`config.mk`:
```
export PLATFORM = sky130hd
export DESIGN_NAME = wb_arbiter2
export DESIGN_NICKNAME = d
export VERILOG_FILES = /design/src/rtl/wb_arb_pkg.sv /design/src/rtl/wb_arb_watchdog.sv /design/src/rtl/wb_arbiter2.sv
export SDC_FILE = /design/constraint.sdc
export NUM_CORES = 1
export LEC_CHECK = 0
export CAP_MARGIN = 5
export CORE_AREA = 3 3 123 125
export CTS_CLUSTER_SIZE = 28
export DETAILED_ROUTE_END_ITERATION = 10
export DIE_AREA = 0 0 126 128
export GPL_TIMING_DRIVEN = 0
export HOLD_SLACK_MARGIN = 0.08
export PLACE_DENSITY = 0.66
export RECOVER_POWER = 25
export SETUP_SLACK_MARGIN = 0.3
export SLEW_MARGIN = 20
export SYNTH_ARGS = -nofsm -noshare
export SYNTH_HDL_FRONTEND = slang
export SYNTH_SLANG_ARGS = --single-unit
```
`constraint.sdc`:
```
create_clock -name clk -period 6.15 [get_ports clk]
set_clock_uncertainty 0.2 [all_clocks]
set_input_delay 1.5375 -clock clk [delete_from_list [all_inputs] [get_ports clk]]
set_output_delay 1.5375 -clock clk [all_outputs]
set_load 0.01 [all_outputs]
```
`src/rtl/wb_arb_pkg.sv`:
```
// Shared types and constants for the two-master Wishbone arbiter.
package wb_arb_pkg;

  typedef enum logic [1:0] {
    ST_IDLE = 2'd0,
    ST_OWN0 = 2'd1,
    ST_OWN1 = 2'd2
  } arb_state_e;

  localparam logic OWNER_M0 = 1'b0;
  localparam logic OWNER_M1 = 1'b1;

  localparam logic [1:0] GNT_NONE = 2'b00;
  localparam logic [1:0] GNT_M0   = 2'b01;
  localparam logic [1:0] GNT_M1   = 2'b10;

endpackage

```
`src/rtl/wb_arb_watchdog.sv`:
```
// Per-transfer ack watchdog: counts unacknowledged strobe cycles and emits a
// registered one-cycle expire pulse when the limit is reached.
module wb_arb_watchdog #(
  parameter int TIMEOUT = 255,
  parameter int TO_W    = 8
) (
  input  logic clk,
  input  logic rst,
  input  logic run,
  input  logic clear,
  output logic expire
);

  localparam bit              WD_EN = (TIMEOUT != 0);
  localparam logic [TO_W-1:0] LIMIT = TO_W'(TIMEOUT - 1);
  localparam logic [TO_W-1:0] ONE   = TO_W'(1);

  logic [TO_W-1:0] cnt_r;
  logic            err_r;
  logic            hit_s;

  // The limit is hit on the last unacknowledged cycle; the error shows up one cycle later.
  assign hit_s = WD_EN && run && !clear && (cnt_r == LIMIT);

  // Counter and error-pulse register; the counter is zeroed at expiry so it never wraps.
  always_ff @(posedge clk) begin
    if (!rst) begin
      cnt_r <= {TO_W{1'b0}};
      err_r <= 1'b0;
    end else begin
      err_r <= hit_s;
      if (clear || hit_s || !WD_EN) begin
        cnt_r <= {TO_W{1'b0}};
      end else if (run) begin
        cnt_r <= cnt_r + ONE;
      end else begin
        cnt_r <= cnt_r;
      end
    end
  end

  assign expire = err_r;

endmodule

```
`src/rtl/wb_arbiter2.sv`:
```
// Two-master round-robin Wishbone arbiter with cycle-level ownership and an
// ack watchdog that terminates transfers to hung slaves.
module wb_arbiter2
  import wb_arb_pkg::*;
#(
  parameter int ADR_W   = 32,
  parameter int DAT_W   = 32,
  parameter int TIMEOUT = 255,
  parameter int TO_W    = 8
) (
  input  logic             clk,
  input  logic             rst,
  input  logic [ADR_W-1:0] m0_adr_i,
  input  logic [DAT_W-1:0] m0_dat_i,
  input  logic [3:0]       m0_sel_i,
  input  logic             m0_we_i,
  input  logic             m0_cyc_i,
  input  logic             m0_stb_i,
  output logic [DAT_W-1:0] m0_dat_o,
  output logic             m0_ack_o,
  output logic             m0_err_o,
  input  logic [ADR_W-1:0] m1_adr_i,
  input  logic [DAT_W-1:0] m1_dat_i,
  input  logic [3:0]       m1_sel_i,
  input  logic             m1_we_i,
  input  logic             m1_cyc_i,
  input  logic             m1_stb_i,
  output logic [DAT_W-1:0] m1_dat_o,
  output logic             m1_ack_o,
  output logic             m1_err_o,
  output logic [ADR_W-1:0] s_adr_o,
  output logic [DAT_W-1:0] s_dat_o,
  output logic [3:0]       s_sel_o,
  output logic             s_we_o,
  output logic             s_cyc_o,
  output logic             s_stb_o,
  input  logic [DAT_W-1:0] s_dat_i,
  input  logic             s_ack_i,
  output logic [1:0]       gnt_o,
  output logic             timeout_irq_o
);

  arb_state_e state_r, state_nxt_s;
  logic       last_r, last_nxt_s;
  logic       err_s;
  logic       wd_run_s, wd_clear_s;

  // Round-robin next-owner selection; a dropping owner hands straight to a waiting peer.
  always_comb begin
    state_nxt_s = state_r;
    last_nxt_s  = last_r;
    case (state_r)
      ST_IDLE: begin
        if (m0_cyc_i && m1_cyc_i) begin
          state_nxt_s = (last_r == OWNER_M1) ? ST_OWN0 : ST_OWN1;
        end else if (m0_cyc_i) begin
          state_nxt_s = ST_OWN0;
        end else if (m1_cyc_i) begin
          state_nxt_s = ST_OWN1;
        end else begin
          state_nxt_s = ST_IDLE;
        end
      end
      ST_OWN0: begin
        if (m0_cyc_i) begin
          state_nxt_s = ST_OWN0;
        end else begin
          last_nxt_s  = OWNER_M0;
          state_nxt_s = m1_cyc_i ? ST_OWN1 : ST_IDLE;
        end
      end
      ST_OWN1: begin
        if (m1_cyc_i) begin
          state_nxt_s = ST_OWN1;
        end else begin
          last_nxt_s  = OWNER_M1;
          state_nxt_s = m0_cyc_i ? ST_OWN0 : ST_IDLE;
        end
      end
      default: begin
        state_nxt_s = ST_IDLE;
        last_nxt_s  = last_r;
      end
    endcase
  end

  // Ownership state and last-owner history; m0 wins the first tie after reset.
  always_ff @(posedge clk) begin
    if (!rst) begin
      state_r <= ST_IDLE;
      last_r  <= OWNER_M1;
    end else begin
      state_r <= state_nxt_s;
      last_r  <= last_nxt_s;
    end
  end

  // Slave-side mux and response routing; an error cycle suppresses stb and ack.
  always_comb begin
    s_adr_o  = {ADR_W{1'b0}};
    s_dat_o  = {DAT_W{1'b0}};
    s_sel_o  = 4'b0000;
    s_we_o   = 1'b0;
    s_cyc_o  = 1'b0;
    s_stb_o  = 1'b0;
    m0_ack_o = 1'b0;
    m0_err_o = 1'b0;
    m1_ack_o = 1'b0;
    m1_err_o = 1'b0;
    gnt_o    = GNT_NONE;
    case (state_r)
      ST_OWN0: begin
        s_adr_o  = m0_adr_i;
        s_dat_o  = m0_dat_i;
        s_sel_o  = m0_sel_i;
        s_we_o   = m0_we_i;
        s_cyc_o  = m0_cyc_i;
        s_stb_o  = m0_stb_i & ~err_s;
        m0_ack_o = s_ack_i & ~err_s;
        m0_err_o = err_s;
        gnt_o    = GNT_M0;
      end
      ST_OWN1: begin
        s_adr_o  = m1_adr_i;
        s_dat_o  = m1_dat_i;
        s_sel_o  = m1_sel_i;
        s_we_o   = m1_we_i;
        s_cyc_o  = m1_cyc_i;
        s_stb_o  = m1_stb_i & ~err_s;
        m1_ack_o = s_ack_i & ~err_s;
        m1_err_o = err_s;
        gnt_o    = GNT_M1;
      end
      default: begin
        gnt_o = GNT_NONE;
      end
    endcase
  end

  assign m0_dat_o = s_dat_i;
  assign m1_dat_o = s_dat_i;

  assign wd_run_s   = s_stb_o & ~s_ack_i;
  assign wd_clear_s = (state_nxt_s != state_r) | ~s_stb_o | s_ack_i;

  wb_arb_watchdog #(
    .TIMEOUT (TIMEOUT),
    .TO_W    (TO_W)
  ) u_watchdog (
    .clk    (clk),
    .rst    (rst),
    .run    (wd_run_s),
    .clear  (wd_clear_s),
    .expire (err_s)
  );

  assign timeout_irq_o = err_s;

endmodule
```
==> metrics.txt, run 1 <==
die area approximately 0.016 mm2; Port Buffers 286; VDD IR-drop max 0.0811 mV; ant diodes 0; yosys warns 0; CP max stage delay around 0.66 ns; critical path, cell by cell inv_1 -> ha_1 -> clkbuf_1 -> clkbuf_1 -> clkbuf_1 -> a22oi_1 -> nor2b_1 -> clkdlybuf4s50_1; # H-tree levels 1; CP arrival 3.36 ns; initial antenna violation count 0; CTS max path bufs 2; CP delay by family, top buffers and inverters; Final Max Slew Viols 0; worst skew pair latency 0.25 ns; Reg clk slew, reported paths around 0.040 ns; syn nets 505; TNS Setup 0 ns; Mapped Cells ~320; initial core utilization 0.168; Pre-antenna DRT Iters 4; FFs w/ async S/R, synth 0; DP Wirelength 11500 um; leak pwr 0.00192 uW; share of cells above drive strength 1 0.124; cell taking the most area after synthesis a22oi_1; Worst Tran Pin Value 0.804 ns; final worst path period need between 5 and 6 ns; Area Overhead vs Synth 135%; GP Congestion 0.840; Setup Fix Bufs, Post-CTS 0; Crit path buffers/inverters 5; DP Area 0.00543 mm2; critical path type reg -> out; vias 3371; Finished Layout Cells 791; CP Max Fanout 10; row count 43; Main synth FF type dfxtp_1; die width around 130 um; GRT Total Usage 0.153; post-synthesis register bit count 12; Post-CTS Hold Buffers 0; CTS tree yes; Num Clock Sinks 12; Detailed Route WL 13700 um; final worst-path cycle share 0.828; I/O Pins 319; Hold Fails Final Rpt 0; DRC errors left 0; EDFF count, synth 0; first-pass GRT wire length about 20000 um; status finished, final reports clean; top post-synthesis cells by area a22oi_1, buf_4, nor2b_1, dfxtp_1, ha_1; core box area 0.0140 mm2; Syn Area/Cell around 7.3 um2; vias in the first global route 3502; top cell type's share of synthesized area 0.224; DP Cell Count 787; GRT overflow 0; Crit. End Element primary output; CP most frequent cell clkbuf_1; final setup vio count 0; worst hold path class reg -> reg; fill cell total of the finished layout 1436; cell area after synthesis 0.00234 mm2; Max-Slew Margin vs Limit 0.464; RSZ-0062 raised after global routing no; Critical-path top delay cell clkbuf_1; nets around 800; Num CTS Buffers 3; total of max-cap violations 0; Avg Vias per Cell between 4 and 5; Routed Antenna Nets 0; Die Span Y 128 um; Data required, critical path 4.41 ns; average wire per standard cell 17.3 um; sequential fraction of the synthesis area 0.103; DR iter-0 viols around 130; crit path launch type flop; fin area 0.00550 mm2; pwr/cell area 107 mW/mm2; maximum clock rate 196 MHz; largest net degree at the start of global routing 11; clk root buf clkbuf_16; Netlist cell types 37; # resized after CTS 0
state kept, by name (all words and copies together), names as in the netlist:
name / cells
last_r: 1
state_r: 2
u_watchdog.cnt_r: 8
u_watchdog.expire: 1
path summary, 6_finish.rpt:
kind,startpoint,endpoint,slack (ns),cells after the start
min,u_watchdog.cnt_r[7]$_SDFFE_PP0P_,u_watchdog.expire$_SDFF_PN0_,0.29,2
max reg2reg,state_r[0]$_SDFF_PN0_,u_watchdog.cnt_r[6]$_SDFFE_PP0P_,3.54,8
min reg2reg,u_watchdog.cnt_r[7]$_SDFFE_PP0P_,u_watchdog.expire$_SDFF_PN0_,0.29,2
max,state_r[0]$_SDFF_PN0_,s_dat_o[31],1.06,8
worst register-to-register path: cells and delay by family, from the launching register on:
family	cells	cell delay (ns)
AO/OA/AOI/OAI	2	0.79
adder cells (fa/ha/maj)	1	0.17
buffers and inverters	2	0.39
flip-flops	1	0.36
AND/OR/NAND/NOR	3	0.61
power breakdown:
group          total [uW]  internal, uW  switching [uW]
registers            82.0          79.8            2.15
logic                 373           228             144
clock network         135          98.4            36.8
total                 590           407             183
cell families (layout without fill, tap and decap cells):
group	Yosys count	in the layout	synth area share
simple gates	113	113	0.294
fa+ha+maj	7	7	0.0374
flops	12	12	0.103
compound gates	84	84	0.274
mux	2	2	0.00908
buf+inv	97	387	0.261
xor+xnor	6	6	0.0224
cells in the final DEF (no fill, tap or decap), types with 3 or more instances in the layout:
cell type / count
clkdlybuf4s50_1: 258
nor2b_1: 71
a22oi_1: 70
buf_4: 65
dlygate4sd3_1: 28
clkbuf_1: 21
dfxtp_1: 12
nor2_1: 10
inv_1: 8
nor3_1: 7
ha_1: 7
nand2_1: 5
xnor2_1: 5
a21oi_1: 4
buf_1: 3
and2_1: 3
nand2b_1: 3
clkbuf_16: 3
cells in the mapped netlist, drive strengths merged (2+ instances only):
| cell | instances |
|---|---|
| nand3 | 3 |
| nor4 | 2 |
| nor3 | 8 |
| o311ai | 2 |
| a21oi | 4 |
| and3b | 2 |
| nor2 | 10 |
| ha | 7 |
| nor2b | 71 |
| inv | 8 |
| nand2b | 4 |
| o21ai | 2 |
| and2 | 3 |
| buf | 69 |
| a22oi | 70 |
| dfxtp | 12 |
| xnor2 | 5 |
| nand2 | 5 |
| clkbuf | 20 |
layout make-up:
type                    count  area (um2)  share of cell area
well taps                 180         225              0.0409
plain buffers              89         578               0.105
repair buffers            286        2860               0.520
inverters                   8        30.0             0.00546
multi-input cells         212        1480               0.269
flip-flops and latches     12         240              0.0436
clock buffers               4        88.8              0.0161
per-stage QoR:
stage / power (uW) / utilization / setup slack (ns) / hold WS [ns]
after floorplan: 243 / - / 2.60 / 0.250
after global placement: 461 / 0.388 / 1.42 / 0.275
after detailed placement: 465 / 0.388 / 1.40 / 0.277
after CTS: 603 / 0.395 / 1.16 / 0.290
after global routing: 623 / 0.393 / 0.761 / 0.317
final: 590 / 0.393 / 1.06 / 0.292
routing by layer:
| metal | vias to the layer above | routed length [um] | global-route usage |
|---|---|---|---|
| li1 | 1649 | - | - |
| met1 | 1543 | 5390 | 0.188 |
| met2 | 168 | 6890 | 0.271 |
| met3 | 11 | 1200 | 0.0413 |
| met4 | 0 | 172 | 0.0252 |
| met5 | - | 0 | 0 |
No activity file was read; power rests on OpenSTA's default activity.
==> run 2: changes to the inputs <==
--- a/config.mk
+++ b/config.mk
@@ -6,13 +6,13 @@
 export NUM_CORES = 1
 export LEC_CHECK = 0
 export CAP_MARGIN = 5
-export CORE_AREA = 3 3 123 125
+export CORE_AREA = 3 3 124 126
 export CTS_CLUSTER_SIZE = 28
 export DETAILED_ROUTE_END_ITERATION = 10
-export DIE_AREA = 0 0 126 128
+export DIE_AREA = 0 0 127 129
 export GPL_TIMING_DRIVEN = 0
 export HOLD_SLACK_MARGIN = 0.08
-export PLACE_DENSITY = 0.66
+export PLACE_DENSITY = 0.65
 export RECOVER_POWER = 25
 export SETUP_SLACK_MARGIN = 0.3
 export SLEW_MARGIN = 20
==> constraint.sdc (replaced) <==
create_clock -name clk -period 4.69 [get_ports clk]
set_clock_uncertainty 0.2 [all_clocks]
set_input_delay 1.1725 -clock clk [delete_from_list [all_inputs] [get_ports clk]]
set_output_delay 1.1725 -clock clk [all_outputs]
set_load 0.01 [all_outputs]
==> run 2 against run 1 <==
Wire length is 2.4% lower. First-iteration DRC count grew 4.8%. Clock power increased by 27%. Global-route usage is 1.1 points lower. Critical path type unchanged.
==> metrics.txt, run 2 (synthesis gave the netlist of run 1 again) <==
Critical Path Start state_r[1]$_SDFF_PN0_; Area Overhead vs Synth 135%; hold_sp u_watchdog.cnt_r[7]$_SDFFE_PP0P_; Finished Layout Cells 794; GP Congestion 0.872; Max-Slew Margin vs Limit 0.617; most frequent cells in the layout clkdlybuf4s50_1, nor2b_1, a22oi_1; die area 0.0164 mm2; RSZ-0062 raised after global routing no; die width 127 um; share of cells above drive strength 1 0.130; DP Cell Count 791; status finished, final reports clean; crit path launch type flop; Data required, critical path 3.32 ns; Crit. End Element primary output; Die Span Y 129 um; worst skew pair latency 0.24 ns; Design Power 766 uW; GRT Total Usage 0.142; Worst Tran Pin Value 0.575 ns; Reg area 240 um2; nets 795; worst setup margin around 0.60 ns; Largest regs u_watchdog.cnt_r (8), state_r (2); DP Wirelength ~11000 um; area of the multi-input gates between 0.001 and 0.0015 mm2; Routed Antenna Nets 0; CTS max path bufs 2; Port Buffers 286; final worst-path cycle share 0.873; DRC errors left 0; first-pass GRT wire length approximately 19000 um; Num CTS Buffers 3; average wire per standard cell 16.8 um; Detailed Route WL 13300 um; Biggest register u_watchdog.cnt_r; initial antenna violation count 0; ant diodes 0; leading cell type in the layout, fill and taps excluded clkdlybuf4s50_1; CTS tree yes; Largest register FFs 8; Worst R2R Start state_r[0]$_SDFF_PN0_; Pre-antenna DRT Iters 4; pre-CTS setup slack between 0.3 and 0.4 ns; leak pwr 0.00193 uW; largest net degree at the start of global routing 17; Reg clk slew, reported paths 0.04 ns; CP arrival 2.72 ns; initial core utilization 0.162; core box area 0.0144 mm2; vias in the first global route ~3300; critical path type reg -> out; total of max-cap violations 0; # H-tree levels 1; maximum clock rate 244 MHz; Final Max Slew Viols 0; fill cell total of the finished layout 1486; TNS Setup 0 ns; final setup vio count 0; clk root buf clkbuf_16; VDD IR-drop max 0.0964 mV; row count between 40 and 50; worst hold path class reg -> reg; hold slack 0.296 ns; Avg Vias per Cell between 4 and 5; final worst path period need ~4.1 ns; Num Clock Sinks 12; vias around 3400; DR iter-0 viols 131; I/O Pins 319; CP Max Fanout 10; GRT overflow 0; pwr/cell area approximately 140 mW/mm2; Hold Fails Final Rpt 0
run 2: changes by cell type in the layout (fill, tap and decap cells not counted):
| cell | delta |
|---|---|
| clkbuf_1 | -3 |
| clkdlybuf4s50_1 | -7 |
| o2111ai_2 | +1 |
| clkbuf_2 | +1 |
| buf_4 | +1 |
| o2111ai_1 | -1 |
| dlygate4sd3_1 | +7 |
run 2: timing repair:
action	in CTS	in global routing
hold buffers	0	0
buffers inserted	0	0
resized for setup	1	0
setup endpoints to repair	49	0
run 2: worst max-delay path, stage by stage (launching register included):
cell and delay, ns:
dfxtp_1 0.34, inv_1 0.16, ha_1 0.21, clkbuf_2 0.32, clkbuf_1 0.50, a22oi_1 0.14, nor2b_1 0.19, clkdlybuf4s50_1 0.60
run 2: metrics by stage:
| stage | area [um2] | utilization |
|---|---|---|
| final | 5520 | 0.382 |
| after global routing | 5520 | 0.382 |
| after CTS | 5520 | 0.383 |
| after detailed placement | 5440 | 0.377 |
| after global placement | 5440 | 0.377 |
| after floorplan | 2340 | - |
run 2: path summary, 6_finish.rpt:
check	slack (ns)	cells after the start	to
setup / recovery	0.60	7	s_adr_o[31]
hold / removal	0.30	2	u_watchdog.expire$_SDFF_PN0_
hold reg to reg	0.30	2	u_watchdog.expire$_SDFF_PN0_
setup reg to reg	2.14	8	u_watchdog.cnt_r[4]$_SDFFE_PP0P_
run 2: power by group:
group	leakage [uW]	total [uW]	internal (uW)	switching, uW
logic	0.00179	487	299	188
clock network	0.0000442	171	128	42.7
registers	0.0000972	108	105	2.94
run 2: layout make-up:
cell class              instances  share of cell area
well taps                     184              0.0417
plain buffers                  88               0.105
repair buffers                286               0.519
multi-input cells             212               0.269
inverters                       8             0.00544
clock buffers                   4              0.0161
flip-flops and latches         12              0.0435
run 2: layer usage:
| metal | up-vias | global-route usage | part of all wire |
|---|---|---|---|
| met5 | - | 0 | 0 |
| met4 | 0 | 0.0170 | 0.0067 |
| met3 | 7 | 0.0220 | 0.071 |
| met2 | 160 | 0.264 | 0.52 |
| met1 | 1572 | 0.178 | 0.40 |
| li1 | 1645 | - | - |
